`config.mk`:
```
export PLATFORM = sky130hd
export DESIGN_NAME = ysyx_24100006_lsu
export DESIGN_NICKNAME = d
export VERILOG_FILES = /design/src/rtl/ysyx_24100006_lsu.sv
export SDC_FILE = /design/constraint.sdc
export NUM_CORES = 1
export LEC_CHECK = 0
export CAP_MARGIN = 20
export CORE_UTILIZATION = 46
export CTS_CLUSTER_SIZE = 14
export DETAILED_ROUTE_END_ITERATION = 6
export GPL_TIMING_DRIVEN = 0
export HOLD_SLACK_MARGIN = 0.05
export PLACE_DENSITY = 0.86
export SLEW_MARGIN = 20
export SYNTH_ARGS = -nofsm -noshare
export SYNTH_HDL_FRONTEND = slang
export SYNTH_SLANG_ARGS = --single-unit
```
`constraint.sdc`:
```
create_clock -name clk -period 3.2 [get_ports clk]
set_input_delay 0.64 -clock clk [delete_from_list [all_inputs] [get_ports clk]]
set_output_delay 0.64 -clock clk [all_outputs]
set_load 0.05 [all_outputs]
```
`src/rtl/ysyx_24100006_lsu.sv`:
```
// ---------------------------------------------------------------------------
// ysyx_24100006_lsu
// Load/store unit between the execute stage and the data memory.
// Accepts one request per in_valid/in_ready handshake, drives the memory port
// for exactly one cycle with a word-aligned address, byte mask and
// lane-shifted data, captures one-cycle-latency read data, extends it for the
// selected width and holds the result until out_valid/out_ready completes.
//
// Ports:
//   clk, rst_n                  clock, asynchronous active-low reset
//   in_valid / in_ready         request handshake
//   in_ren, in_wen              load / store request
//   in_funct3                   000 b, 001 h, 010 w, 100 bu, 101 hu
//   in_addr, in_wdata           byte address, right-aligned store data
//   Mem_Write, Mem_WMask        write strobe, byte-lane mask ([7:4] always 0)
//   waddr, wdata                word-aligned write address, shifted data
//   Mem_Read, raddr             read strobe, word-aligned read address
//   rdata                       read data, valid the cycle after Mem_Read
//   out_valid / out_ready       result handshake
//   out_rdata, out_err          extended load result, misaligned/illegal flag
// ---------------------------------------------------------------------------
module ysyx_24100006_lsu (
   input  logic        clk,
   input  logic        rst_n,
   input  logic        in_valid,
   output logic        in_ready,
   input  logic        in_ren,
   input  logic        in_wen,
   input  logic [2:0]  in_funct3,
   input  logic [31:0] in_addr,
   input  logic [31:0] in_wdata,
   output logic        Mem_Write,
   output logic [7:0]  Mem_WMask,
   output logic [31:0] waddr,
   output logic [31:0] wdata,
   output logic        Mem_Read,
   output logic [31:0] raddr,
   input  logic [31:0] rdata,
   output logic        out_valid,
   input  logic        out_ready,
   output logic [31:0] out_rdata,
   output logic        out_err
);

   typedef enum logic [1:0] {
      IDLE  = 2'd0,
      ISSUE = 2'd1,
      DATA  = 2'd2,
      RESP  = 2'd3
   } state_t;

   state_t      state_q, state_d;
   logic        ren_q, wen_q;
   logic [2:0]  funct3_q;
   logic [31:0] addr_q, wdata_q;
   logic [31:0] result_q, result_d;
   logic        err_q, err_d;
   logic        accept_s;
   logic        mem_write_s, mem_read_s;
   logic [3:0]  wmask_s;

   // Illegal: reserved funct3, misaligned half/word, or load and store together.
   function automatic logic is_illegal(input logic       ren,
                                       input logic       wen,
                                       input logic [2:0] f3,
                                       input logic [1:0] a);
      logic bad_f3;
      logic bad_h;
      logic bad_w;
      bad_f3 = (f3 == 3'b011) || (f3 == 3'b110) || (f3 == 3'b111);
      bad_h  = (f3[1:0] == 2'b01) && a[0];
      bad_w  = (f3 == 3'b010) && (a != 2'b00);
      return bad_f3 || bad_h || bad_w || (ren && wen);
   endfunction

   // Store byte mask; only b/h/w are reachable for a legal store.
   function automatic logic [3:0] store_mask(input logic [2:0] f3,
                                             input logic [1:0] k);
      logic [3:0] m;
      case (f3[1:0])
         2'b00:   m = 4'b0001 << k;
         2'b01:   m = 4'b0011 << k;
         2'b10:   m = 4'b1111;
         default: m = 4'b0000;
      endcase
      return m;
   endfunction

   // Shift the addressed lane down to bit 0, then sign/zero-extend.
   function automatic logic [31:0] load_extend(input logic [2:0]  f3,
                                               input logic [31:0] d,
                                               input logic [1:0]  k);
      logic [31:0] sh;
      logic [31:0] r;
      sh = d >> {k, 3'b000};
      case (f3)
         3'b000:  r = {{24{sh[7]}}, sh[7:0]};
         3'b001:  r = {{16{sh[15]}}, sh[15:0]};
         3'b010:  r = sh;
         3'b100:  r = {24'h000000, sh[7:0]};
         3'b101:  r = {16'h0000, sh[15:0]};
         default: r = 32'h0000_0000;
      endcase
      return r;
   endfunction

   assign accept_s = (state_q == IDLE) && in_valid;

   // Next-state, memory strobes and result formation.
   always_comb begin
      state_d     = state_q;
      result_d    = result_q;
      err_d       = err_q;
      mem_write_s = 1'b0;
      mem_read_s  = 1'b0;
      wmask_s     = 4'b0000;
      case (state_q)
         IDLE: begin
            if (in_valid) begin
               result_d = 32'h0000_0000;
               if (!in_ren && !in_wen) begin
                  err_d   = 1'b0;
                  state_d = RESP;
               end else if (is_illegal(in_ren, in_wen, in_funct3, in_addr[1:0])) begin
                  err_d   = 1'b1;
                  state_d = RESP;
               end else begin
                  err_d   = 1'b0;
                  state_d = ISSUE;
               end
            end else begin
               state_d = IDLE;
            end
         end
         ISSUE: begin
            if (wen_q) begin
               mem_write_s = 1'b1;
               wmask_s     = store_mask(funct3_q, addr_q[1:0]);
               state_d     = RESP;
            end else if (ren_q) begin
               mem_read_s = 1'b1;
               state_d    = DATA;
            end else begin
               state_d = RESP;
            end
         end
         DATA: begin
            result_d = load_extend(funct3_q, rdata, addr_q[1:0]);
            state_d  = RESP;
         end
         RESP: begin
            if (out_ready) begin
               state_d = IDLE;
            end else begin
               state_d = RESP;
            end
         end
         default: begin
            state_d = IDLE;
         end
      endcase
   end

   // State and response registers.
   always_ff @(posedge clk or negedge rst_n) begin
      if (!rst_n) begin
         state_q  <= IDLE;
         result_q <= 32'h0000_0000;
         err_q    <= 1'b0;
      end else begin
         state_q  <= state_d;
         result_q <= result_d;
         err_q    <= err_d;
      end
   end

   // Request capture on the accepting edge.
   always_ff @(posedge clk or negedge rst_n) begin
      if (!rst_n) begin
         ren_q    <= 1'b0;
         wen_q    <= 1'b0;
         funct3_q <= 3'b000;
         addr_q   <= 32'h0000_0000;
         wdata_q  <= 32'h0000_0000;
      end else if (accept_s) begin
         ren_q    <= in_ren;
         wen_q    <= in_wen;
         funct3_q <= in_funct3;
         addr_q   <= in_addr;
         wdata_q  <= in_wdata;
      end else begin
         ren_q    <= ren_q;
         wen_q    <= wen_q;
         funct3_q <= funct3_q;
         addr_q   <= addr_q;
         wdata_q  <= wdata_q;
      end
   end

   assign in_ready  = (state_q == IDLE);
   assign out_valid = (state_q == RESP);
   assign out_rdata = result_q;
   assign out_err   = err_q;
   assign Mem_Write = mem_write_s;
   assign Mem_Read  = mem_read_s;
   assign Mem_WMask = {4'b0000, wmask_s};
   assign waddr     = {addr_q[31:2], 2'b00};
   assign raddr     = {addr_q[31:2], 2'b00};
   assign wdata     = wdata_q << {addr_q[1:0], 3'b000};

endmodule

```
==> reports/metrics.yaml <==
drive_gt1_frac: 0.198
grt_remaining_overflow: 0
clk_path_buf_depth: 2
design_area_sq_um: 8570
dieArea_sq_um: 12800
cp_max_fo: 10
arrival_ns: 2.48
clk-insertion-delay-late_ns: 0.35
core_area_sq_um: 12000
final_cells: 909
path_class: "flop to output pin"
synth_cell_types: 45
grt_pass1_wl_um: 26000
grt_pass1_vias: 5072
ys_seq_area_frac: 0.460
async_flop_share: 1.00
place_ws_ns: -0.00753
ioPinCount: 246
dieWidth_um: 113
critPathLaunchType: "flop"
clock-root-buffer: "clkbuf_16"
ys_warn_count: 0
r2r_slack_ns: 1.12
drc: 0
cts-buffers-inserted: 9
grt.total_usage: 0.267
worstMarginPinSlew_ns: 0.675
post_dp_cell_area_sq_um: 8270
run_status: "finished, final reports clean"
rows: 40
portBuffers: 237
num_vias: 4856
cts_tree: "yes"
gp_congestion: 0.914
hpwl_um: 12700
syn_area_sq_um: 5660
antenna_cells: 0
critPathTopFamily: "buffers and inverters"
ys_seq_elements: 104
area_delta_synth_final_pct: 51.3
endpoint_kind: "output pin"
timing.final.crit_share: 0.976
firstDrtPassIters: 7
wl_per_cell_um: 18.6
synth_ff_type: "dfrtp_1"
syn_inst: 501
drtIter0Drc: 321
antenna_found_initial: 0
timing.final.max_slew_violations: 0
fin_util: 0.713
dp_cells: 893
htree_num_levels: 3
start_util: 0.471
crit_required_ns: 2.56
finalSetupViolations: 0
synth_edf_count: 0
critical_path.most_common_cell: "buf_2"
fmax_ghz: 0.320
fin_ws_ns: 0.0781
detail-route-antenna-nets: 0
grt_max_degree: 54
cts.sinks: 104
critPathSlowestCell: "clkdlybuf4s15_1"
viasPerCell: 5.34
fin_crit_ns: 3.12
max_stage_delay_ns: 0.52
slew_headroom: 0.548
hold_violations: 0
synth.avg_cell_area_sq_um: 11.3
min-delay-path-class: "input pin to asynchronous set/reset pin"
routed_wl_um: 17000
hold_buffers: 0
die_h_um: 113
worstPathCellList: "buf_2 -> buf_2 -> clkbuf_4 -> nor2_2 -> and2_1 -> clkdlybuf4s15_1"
clock_skew_ns: 0.00959
path_clk_slew_ns: 0.07
max_cap_violations: 0
critPathBufInv: 4
final_nets: 862
## Yosys cell counts, types with 2 or more instances
library cell / number / share of area
nand2_1: 27 / 0.018
mux2i_1: 31 / 0.055
nor2_1: 24 / 0.016
a22o_1: 8 / 0.012
a21oi_1: 14 / 0.012
buf_2: 18 / 0.016
a211oi_1: 10 / 0.013
o21ai_0: 24 / 0.021
mux2_1: 66 / 0.13
or3_1: 2 / 0.0022
nand2b_1: 2 / 0.0022
clkbuf_1: 9 / 0.0060
dfrtp_1: 104 / 0.46
nand3_2: 7 / 0.012
a22oi_1: 2 / 0.0027
buf_6: 3 / 0.0060
inv_1: 4 / 0.0027
a221o_1: 16 / 0.028
and2_1: 17 / 0.019
mux2_2: 11 / 0.022
nor2b_1: 9 / 0.0099
buf_4: 70 / 0.093
## worst register-to-register path, stage by stage (launching register included)
cell and delay (ns):
dfrtp_1 0.40, buf_2 0.18, or3b_1 0.38, a21oi_1 0.53, o21ai_0 0.37, nand3_2 0.15
## final cells by class
cell class	instances	area (sq um)
plain buffers	100	689
clock buffers	11	253
clock inverters	5	53.8
fillers	843	3440
inverters	4	15.0
multi-input cells	300	2390
flip-flops and latches	104	2600
well taps	147	184
repair buffers	238	2380
## what timing repair did
| item | 4_1_cts | 5_1_grt |
|---|---|---|
| gates resized for setup | 54 | 13 |
| setup endpoints to repair | 33 | 17 |
| buffers inserted | 0 | 0 |
| endpoints found under the hold margin | 0 | 0 |
## cell families (layout without fill, tap and decap cells)
| kind of cell | Yosys count | after routing | synth area share |
|---|---|---|---|
| muxes | 109 | 109 | 0.211 |
| DFF | 104 | 104 | 0.460 |
| buffers and inverters | 104 | 358 | 0.123 |
| and+or+nand+nor | 98 | 98 | 0.0970 |
| AOI/OAI and AO/OA | 82 | 82 | 0.104 |
| xor gates and xnor gates | 2 | 2 | 0.00309 |
| adders and majority gates | 1 | 1 | 0.00177 |
| other | 1 | 8 | 0.000662 |
## final timing paths
check | cells past startpoint | to | startpoint
worst max-delay path | 6 | wdata[3] | addr_q[0]
worst min-delay path | 1 | out_rdata[11] | rst_n
worst max register to register | 5 | out_rdata[10] | funct3_q[0]
worst min register to register | 1 | wdata_q[30] | wdata_q[30]
max in group asynchronous | 2 | wdata_q[8] | rst_n
min in group clk | 1 | wdata_q[30] | wdata_q[30]
## through the flow
stage	hold slack, ns	setup TNS, ns
after CTS	0.250	0
after global placement	0.462	-248.98
after global routing	0.259	-0.00275
after floorplan	0.344	0
final	0.234	0
after detailed placement	0.466	-0.00753
## per-layer routing
layer	global-route usage	wire (um)
met3	0.0782	1340
met2	0.472	8500
met1	0.308	6790
met5	0	0
met4	0.0965	321
## flip-flops by register name, summed over array words and instances, names as in the netlist
name / count
addr_q: 32
funct3_q: 3
out_err: 1
out_rdata: 32
ren_q: 1
state_q: 2
wdata_q: 32
wen_q: 1
## placed cells by master, fill, tap and decap left out, types with 2 or more instances in the layout
master           instances
clkdlybuf4s50_1        200
dfrtp_1                104
buf_4                   70
mux2_1                  66
mux2i_1                 31
nand2_1                 27
o21ai_0                 24
nor2_1                  23
dlygate4sd2_1           19
buf_2                   17
and2_1                  17
a221o_1                 16
a21oi_1                 14
mux2_2                  11
a211oi_1                10
nor2b_1                  9
clkbuf_16                9
a22o_1                   8
conb_1                   8
nand3_2                  7
clkdlybuf4s15_2          7
clkbuf_1                 6
clkbuf_2                 6
inv_1                    4
buf_6                    4
clkinv_2                 3
dlymetal6s2s_1           3
clkdlybuf4s15_1          3
nand2b_1                 2
or3_1                    2
a22oi_1                  2
clkbuf_8                 2
Power is not shown: default switching activity piles up to over one toggle a cycle in this logic, so the estimate is an artifact.
